[src/rtl/sprite_motion_ctrl.sv]
`default_nettype none
// ============================================================================
// Module      : sprite_motion_ctrl
// Description : Per-frame sprite position source for the 640x480 VGA sprite
//               driver. It produces the top-left H/V offsets of a 128x128
//               sprite inside the active area. The offsets are updated only
//               on the vsync falling edge, so a frame never shows a torn
//               sprite. Two motion modes are supported: auto-bounce and
//               manual 4-button movement.
//               Optional build macro SPRITE_DEBOUNCE_EN adds a counter
//               debouncer on each synchronised button.
// Revision    : 1.0 - initial release
// ============================================================================
module sprite_motion_ctrl #(
   parameter int C_ACT_W     = 640,
   parameter int C_ACT_H     = 480,
   parameter int C_IMG_W     = 128,
   parameter int C_IMG_H     = 128,
   parameter int C_STEP      = 2,
   parameter int C_INIT_X    = 256,
   parameter int C_INIT_Y    = 128,
   parameter int C_DB_CYCLES = 1000000
) (
   input  logic       I_clk,
   input  logic       I_rst_n,
   input  logic       I_vs,
   input  logic       I_auto,
   input  logic       I_btn_up,
   input  logic       I_btn_down,
   input  logic       I_btn_left,
   input  logic       I_btn_right,
   output logic [9:0] O_h_offset,
   output logic [9:0] O_v_offset,
   output logic       O_update
);

   localparam logic signed [10:0] C_MAX_X  = 11'(C_ACT_W - C_IMG_W);
   localparam logic signed [10:0] C_MAX_Y  = 11'(C_ACT_H - C_IMG_H);
   localparam logic signed [10:0] C_STEP_S = 11'(C_STEP);
   localparam logic [9:0]         C_X0     = 10'(C_INIT_X);
   localparam logic [9:0]         C_Y0     = 10'(C_INIT_Y);

   typedef enum logic [1:0] {
      S_IDLE    = 2'd0,
      S_COMPUTE = 2'd1,
      S_COMMIT  = 2'd2
   } state_t;

   state_t     state_q, state_d;

   // Synchroniser bits: [0]=vs [1]=auto [2]=up [3]=down [4]=left [5]=right
   logic [5:0] sync1_q, sync2_q;
   logic       vs_prev_q;
   logic       tick;
   logic [3:0] btn;             // [0]=up [1]=down [2]=left [3]=right

   logic [9:0] h_q, v_q;        // committed offsets
   logic       dir_x_q, dir_y_q; // 1 = moving towards 0
   logic       upd_q;

   logic [9:0] nx_d, ny_d, nx_q, ny_q;
   logic       ndx_d, ndy_d, ndx_q, ndy_q;

   // Auto-bounce step on one axis; returns {new_dir, new_offset}.
   function automatic logic [10:0] step_auto(input logic [9:0]        off,
                                             input logic              dir_neg,
                                             input logic signed [10:0] maxv);
      logic signed [10:0] cand;
      cand = $signed({1'b0, off}) + (dir_neg ? -C_STEP_S : C_STEP_S);
      if (cand > maxv)
         return {1'b1, maxv[9:0]};
      else if (cand < 0)
         return {1'b0, 10'd0};
      else if ((cand == maxv) || (cand == 0))
         return {~dir_neg, cand[9:0]};
      else
         return {dir_neg, cand[9:0]};
   endfunction

   // Manual step on one axis with saturation; opposing buttons cancel.
   function automatic logic [9:0] step_man(input logic [9:0]         off,
                                           input logic               dec,
                                           input logic               inc,
                                           input logic signed [10:0] maxv);
      logic signed [10:0] cand;
      cand = $signed({1'b0, off});
      if (dec == inc)
         return off;
      else if (dec) begin
         cand = cand - C_STEP_S;
         return (cand < 0) ? 10'd0 : cand[9:0];
      end else begin
         cand = cand + C_STEP_S;
         return (cand > maxv) ? maxv[9:0] : cand[9:0];
      end
   endfunction

   // Two-flop synchronisers for vsync, mode and buttons, plus vsync history.
   always_ff @(posedge I_clk or negedge I_rst_n) begin
      if (!I_rst_n) begin
         sync1_q   <= '0;
         sync2_q   <= '0;
         vs_prev_q <= 1'b0;
      end else begin
         sync1_q   <= {I_btn_right, I_btn_left, I_btn_down, I_btn_up, I_auto, I_vs};
         sync2_q   <= sync1_q;
         vs_prev_q <= sync2_q[0];
      end
   end

   assign tick = vs_prev_q & ~sync2_q[0];

`ifdef SPRITE_DEBOUNCE_EN
   localparam int C_DB_W = (C_DB_CYCLES > 1) ? $clog2(C_DB_CYCLES) : 1;

   genvar gi;
   generate
      for (gi = 0; gi < 4; gi++) begin : g_db
         logic [C_DB_W-1:0] cnt_q;
         logic              acc_q;

         // Accept a new button level only after it has been stable long enough.
         always_ff @(posedge I_clk or negedge I_rst_n) begin
            if (!I_rst_n) begin
               cnt_q <= '0;
               acc_q <= 1'b0;
            end else if (sync2_q[gi+2] == acc_q) begin
               cnt_q <= '0;
            end else if (cnt_q == C_DB_W'(C_DB_CYCLES - 1)) begin
               acc_q <= sync2_q[gi+2];
               cnt_q <= '0;
            end else begin
               cnt_q <= cnt_q + 1'b1;
            end
         end

         assign btn[gi] = acc_q;
      end
   endgenerate
`else
   // Without debouncing the synchronised buttons are used directly; the
   // debounce length only shapes the elaboration of this path.
   generate
      if (C_DB_CYCLES >= 0) begin : g_btn_direct
         assign btn = sync2_q[5:2];
      end else begin : g_btn_direct_alt
         assign btn = sync2_q[5:2];
      end
   endgenerate
`endif

   // Frame FSM state register.
   always_ff @(posedge I_clk or negedge I_rst_n) begin
      if (!I_rst_n)
         state_q <= S_IDLE;
      else
         state_q <= state_d;
   end

   // Frame FSM next state: ticks arriving outside IDLE are ignored.
   always_comb begin
      state_d = state_q;
      case (state_q)
         S_IDLE:    if (tick) state_d = S_COMPUTE;
         S_COMPUTE: state_d = S_COMMIT;
         S_COMMIT:  state_d = S_IDLE;
         default:   state_d = S_IDLE;
      endcase
   end

   // Candidate offsets and directions from the current position and mode.
   always_comb begin
      {ndx_d, nx_d} = step_auto(h_q, dir_x_q, C_MAX_X);
      {ndy_d, ny_d} = step_auto(v_q, dir_y_q, C_MAX_Y);
      if (!sync2_q[1]) begin
         nx_d  = step_man(h_q, btn[2], btn[3], C_MAX_X);
         ny_d  = step_man(v_q, btn[0], btn[1], C_MAX_Y);
         ndx_d = dir_x_q;
         ndy_d = dir_y_q;
      end
   end

   // Capture the candidates while in COMPUTE.
   always_ff @(posedge I_clk or negedge I_rst_n) begin
      if (!I_rst_n) begin
         nx_q  <= '0;
         ny_q  <= '0;
         ndx_q <= 1'b0;
         ndy_q <= 1'b0;
      end else if (state_q == S_COMPUTE) begin
         nx_q  <= nx_d;
         ny_q  <= ny_d;
         ndx_q <= ndx_d;
         ndy_q <= ndy_d;
      end
   end

   // Commit offsets and directions, pulsing the update flag for one cycle.
   always_ff @(posedge I_clk or negedge I_rst_n) begin
      if (!I_rst_n) begin
         h_q     <= C_X0;
         v_q     <= C_Y0;
         dir_x_q <= 1'b0;
         dir_y_q <= 1'b0;
         upd_q   <= 1'b0;
      end else begin
         upd_q <= (state_q == S_COMMIT);
         if (state_q == S_COMMIT) begin
            h_q     <= nx_q;
            v_q     <= ny_q;
            dir_x_q <= ndx_q;
            dir_y_q <= ndy_q;
         end
      end
   end

   assign O_h_offset = h_q;
   assign O_v_offset = v_q;
   assign O_update   = upd_q;

endmodule
`default_nettype wire

[config.mk]
export PLATFORM = sky130hd
export DESIGN_NAME = sprite_motion_ctrl
export DESIGN_NICKNAME = d
export VERILOG_FILES = /design/src/rtl/sprite_motion_ctrl.sv
export SDC_FILE = /design/constraint.sdc
export NUM_CORES = 1
export LEC_CHECK = 0
export ABC_CLOCK_PERIOD_IN_PS = 3400
export BUFFER_PORTS_ARGS = -buffer_cell sky130_fd_sc_hd__buf_2
export CAP_MARGIN = 0
export CORE_MARGIN = 3
export CORE_UTILIZATION = 60
export CTS_CLUSTER_DIAMETER = 100
export DETAILED_ROUTE_END_ITERATION = 7
export PLACE_DENSITY = 0.79
export SLEW_MARGIN = 0
export SYNTH_ARGS = -nofsm -noshare
export SYNTH_HDL_FRONTEND = slang
export SYNTH_SLANG_ARGS = --single-unit
[constraint.sdc]
create_clock -name I_clk -period 3.4 [get_ports I_clk]
set_input_delay 0.17 -clock I_clk [delete_from_list [all_inputs] [get_ports I_clk]]
set_output_delay 0.17 -clock I_clk [all_outputs]
set_load 0.01 [all_outputs]
# After elaboration in Yosys (flattened, before gate mapping)
# Index checks and enable logic that the tools add are counted.
word_totals:
  ff_bits: 60
  output_inout_bits: 21
  elab_cells: 65
op_classes:
  n_lt_le_gt_ge: 8
  eq_ne: 7
  n_reduce_logical: 5
  bitwise: 4
  addsub: 6
  n_mux: 22
op_table:
  columns: ["cell", "count"]
  rows:
  - ["$mux W10", 10]
  - ["$mux W11", 8]
  - ["$logic_not A32 Y1", 2]
  - ["$lt A11 B1 Y1 const B", 4]
  - ["$add A10 B2 Y11 const B", 2]
  - ["$add A11 B11 Y11", 2]
  - ["$gt A11 B10 Y1 const B", 2]
  - ["$gt A11 B11 Y1 const B", 2]
  - ["$sub A10 B2 Y11 const B", 2]
  - ["$eq A11 B10 Y1 const B", 1]
  - ["$eq A11 B11 Y1 const B", 1]
  - ["$pmux W2 S2", 1]
  - ["$not A1 Y1", 3]
  - ["$eq A1 B1 Y1", 2]
  - ["$eq A2 B1 Y1 const B", 1]
  - ["$eq A2 B2 Y1 const B", 1]
  - ["$logic_not A2 Y1", 1]
  - ["$logic_or A1 B1 Y1", 2]
  - ["$mux W1", 2]
  - ["$mux W2", 1]
  - ["$ne A2 B2 Y1 const B", 1]
  - ["$and A1 B1 Y1", 1]

# Depth between registers and ports, before layout
logic_depth:
  word_depth: 8
  ltp_mapped: 11

# Least setup slack after synthesis
# No wires, ideal clock.
synth_path:
  path_type: "register to register"
  from: "register h_q[1] (netlist: O_h_offset[1])"
  to: "register nx_q[0]"
  t_arrival_ns: 2.667
  path_buffers: 0
  setup_time_ns: 0.092
  t_required_ns: 3.308
  path_slack_ns: 0.641
  path_stages_with_launch: 9
  path_cell_list: "dfrtp_1 > fa_1 > xor2_1 > or4_1 > or3_4 > nor4_4 > o211a_4 > a21oi_2 > o31ai_2"
synth_between:
  elab_chain_cells: 6
  elab_cells_between_ends: 14
  classes_between: "add/sub: 3; order compare: 4; mux: 7"
synth_rtl:
  columns: ["element", "line_no", "text"]
  rows:
  - ["from (decl)", "57", "logic [9:0] h_q, v_q;"]
  - ["from (signal assigned)", "209", "h_q <= nx_q;"]
  - ["$add A10 B2 Y11 / $sub A10 B2 Y11 (equally long branches)", "93, 90", null]
  - ["$gt A11 B11 Y1 / $lt A11 B1 Y1 (equally long branches)", "94, 91", null]
  - ["$mux W10 (on tied branches)", "94, 91", null]
  - ["$mux W10", "89", "else if (dec) begin"]
  - ["$mux W10", "87", "if (dec == inc)"]
  - ["$mux W10 *", "175", "if (!sync2_q[1]) begin"]
  - ["to (signal assigned)", "191", "nx_q <= nx_d;"]
  - ["to (decl)", "61", "logic [9:0] nx_d, ny_d, nx_q, ny_q;"]
# Mark *: on every way between the ends. The rest lies on a longest branch, timed or not.
# A chain may end at the register's enable or synchronous reset.

# Final worst setup path
layout_path:
  from: "register dir_x_q"
  to: "register ndx_q"
layout_between:
  elab_chain_cells: 8
  elab_cells_between_ends: 12
  classes_between: "add/sub: 1; order compare: 2; eq/ne: 1; mux: 5; bitwise: 1; reduce/logical: 2"
layout_rtl:
  columns: ["element", "line_no", "text"]
  rows:
  - ["from (decl)", "58", "logic dir_x_q, dir_y_q;"]
  - ["from (signal assigned)", "211", "dir_x_q <= ndx_q;"]
  - ["parallel branches: the longest is 7 deep, another holds $add A11 B11 Y11", null, null]
  - ["$mux W1 *", "175", null]
  - ["to (signal assigned)", "193", "ndx_q <= ndx_d;"]
  - ["to (decl)", "62", "logic ndx_d, ndy_d, ndx_q, ndy_q;"]
# Every way passes the cells marked *.

==> out/qor.txt <==
CP most frequent cell = o21ai_0
H-tree Lvls = 3
Area leader, netlist = dfrtp_1
Synth unique cells = 75
Post-CTS Setup Bufs = 0
Max VDD drop = 0.530 mV
Pre-CTS WS = 0.473 ns
Die ar. = 8380 sq um
Total number of vias = 4175
Slowest cell on crit path = dfrtp_1
Share of Yosys cell area claimed by the top area cell type = 33.0%
Net Count, Synth = 545
Final Setup Violations = 0
Initial DRC Count = 370
WL per Instance = 18.4 microns
Clk root buf = clkbuf_8
Register Area = 1500 sq um
Crit path largest cell delay = 0.61 ns
CP required = 3.61 ns
Clock Latency Late Sink = 0.35 ns
Grt peak-use layer = met1
Hold Path Class = reg -> reg
All-Layer GR Usage = 29.1%
Placed cells = 617
Top post-synthesis cells by count = 58 x dfrtp_1, 57 x nand2_1, 47 x o21ai_0
CTS tree = built
Number of I/O pins = 29
Slew HR = 42.3%
Met2 usage = 40.5%
# rows = 30
Worst EP arrival = 3.26 ns
Post-layout nets = 569
Post-Synthesis Cell Area = 4390 sq um
Drt drc = 0
Post-synth EDFFs = 0
Number of global-route vias before repair = 3786
Total Power = 4.46 mW
Initial core utilization = 63.3%
Flops & latches, synth = 60
Setup_tns = 0 ns
Synth top area cells = dfrtp_1 33%, ha_1 5.7%, o21ai_0 5.4%
Core region area = 6940 sq um
First drt pass iteration count = 5
Hold Vio Cnt, Final = 0
Area of the multi-input gates = 2720 sq um
Clk sinks = 60
Final worst-path cycle share = 89.6%
Slew @ Worst Pin = 0.865 ns
Syn Inst Count = 515
Critical path's top delay family = simple AND/OR/NAND/NOR gates
Status = completed
Clock skew = 0.0131 ns
Diode count = 0
Global-route track usage on met1 = 43.6%
Count leader, synth = dfrtp_1
PortBufs = 28
Max frequency = 328 MHz
Met3 Use GR = 6.21%
P_leak = 2.09 nW
Fin util = 70.1%
Maxcap violations = 0
Syn. warnings = 0
Crit path cell chain = fa_1, or4_1, or3_4, nor4_4, o21ai_0, a21oi_1, o21ai_0
Layout Cells excl Fill = 640
Die Ht = 91.6 microns
Final WS setup = 0.353 ns
Layout filler cell count = 542
CTS Buffer Depth = 2
RSZ-0062 raised after global routing = no
WS Path Type = reg -> reg
Mean Syn Cell Area = 8.53 sq um
Layout cells sized above 1 = 15.4%
Max FO, Critical Path = 12
CP Launch Type = flop
Initial antenna violation count = 0
CTS buffer count = 9
Critical path capture point type = flop
Final max-slew violation count = 0
First-pass GRT wire length = 19200 microns
Die X = 91.6 microns
Synth Flop Type = dfrtp_1
Gpl congestion = 0.933
Tmin final = 3.05 ns
Ys async rst share = 100%
Worst path bufs/invs = 0
Largest net degree at the start of global routing = 37
Gr ovfl total = 0
DP HPWL = 8220 microns
Area delta synth->final = 10.9%
Post-route ant nets = 0
DR vias/cell = 6.52
Clock-pin slew on the worst setup and hold paths = 0.07 ns
Seq/Total Area, Yosys = 34.2%
Power Density = 916 nW/um^2
Final wirelength = 11800 microns
==> area by class of cell <==
type	count	area share (%)
flip-flops and latches	60	30.9
multi-input cells	411	55.9
well taps	96	2.47
clock inverters	4	0.976
repair buffers	43	5.55
clock buffers	12	3.19
inverters	14	1.08
==> registers in the layout (all words and copies together), names as in the netlist <==
register,cells
ndy_q,1
state_q,2
vs_prev_q,1
sync2_q,6
ndx_q,1
dir_x_q,1
dir_y_q,1
ny_q,10
nx_q,10
O_h_offset,10
sync1_q,6
O_update,1
O_v_offset,10
==> logic make-up (layout without fill, tap and decap cells) <==
family                   Yosys count  after routing  share of synthesized area, %
AND/OR/NAND/NOR                  187            187                          21.6
AO/OA/AOI/OAI                    159            159                          24.2
flip-flops                        60             60                          34.2
buffers and inverters             44             73                          3.87
XOR/XNOR                          23             23                          4.59
adder cells (fa/ha/maj)           22             22                          6.61
multiplexers                      20             20                          4.96
==> final timing paths <==
path | startpoint | to | slack, ns | cells after the start
setup / recovery | dir_x_q | ndx_q | 0.35 | 7
max in group asynchronous | I_rst_n | O_v_offset[7] | 2.04 | 3
hold / removal | sync1_q[5] | sync2_q[5] | 0.35 | 0
hold reg to reg | sync1_q[5] | sync2_q[5] | 0.35 | 0
setup reg to reg | dir_x_q | ndx_q | 0.35 | 7
min in group asynchronous | I_rst_n | nx_q[9] | 0.47 | 2
==> cell usage in the layout (no fill, tap or decap), types with 5 or more instances in the layout <==
cell type	instances
o21ai_0	47
dfrtp_1	58
nand3_1	21
nor2b_1	5
or3_1	8
and3_1	5
nand2b_1	5
a21oi_1	26
nor3_1	16
o2111ai_1	5
nor2_1	35
nand4_1	5
o211ai_1	10
mux2_2	14
a211oi_1	6
a22oi_1	5
a31oi_1	8
buf_4	8
nand2_1	57
inv_1	11
a21o_1	7
dlygate4sd3_1	7
xor2_1	8
mux2i_1	6
buf_2	28
xnor2_1	15
clkbuf_8	11
ha_1	20
==> where the power goes <==
| group | internal, mW | switching, mW | total, mW |
|---|---|---|---|
| Sequential | 0.928 | 0.426 | 1.35 |
| Clock | 0.376 | 0.290 | 0.666 |
| Combinational | 1.03 | 1.41 | 2.44 |
| Total | 2.33 | 2.13 | 4.46 |
==> through the flow <==
stage,hold slack [ns],instance area (sq um)
2_1_floorplan,-0.126,4390
3_3_place_gp,0.279,4600
3_5_place_dp,0.279,4600
4_1_cts,0.354,4870
5_1_grt,0.359,4870
6_report,0.352,4870
==> per-layer routing <==
metal / routed length, microns / vias to the layer above
met5: 0 / -
met1: 5510 / 1993
met3: 1010 / 26
li1: - / 1963
met4: 231 / 0
met2: 5010 / 193
==> timing repair <==
item | in CTS | in global routing
endpoints found under the hold margin | 40 | 0
resized for setup | 0 | 0
hold buffers | 7 | 0
Note: power is estimated with default switching activity, not from simulation.
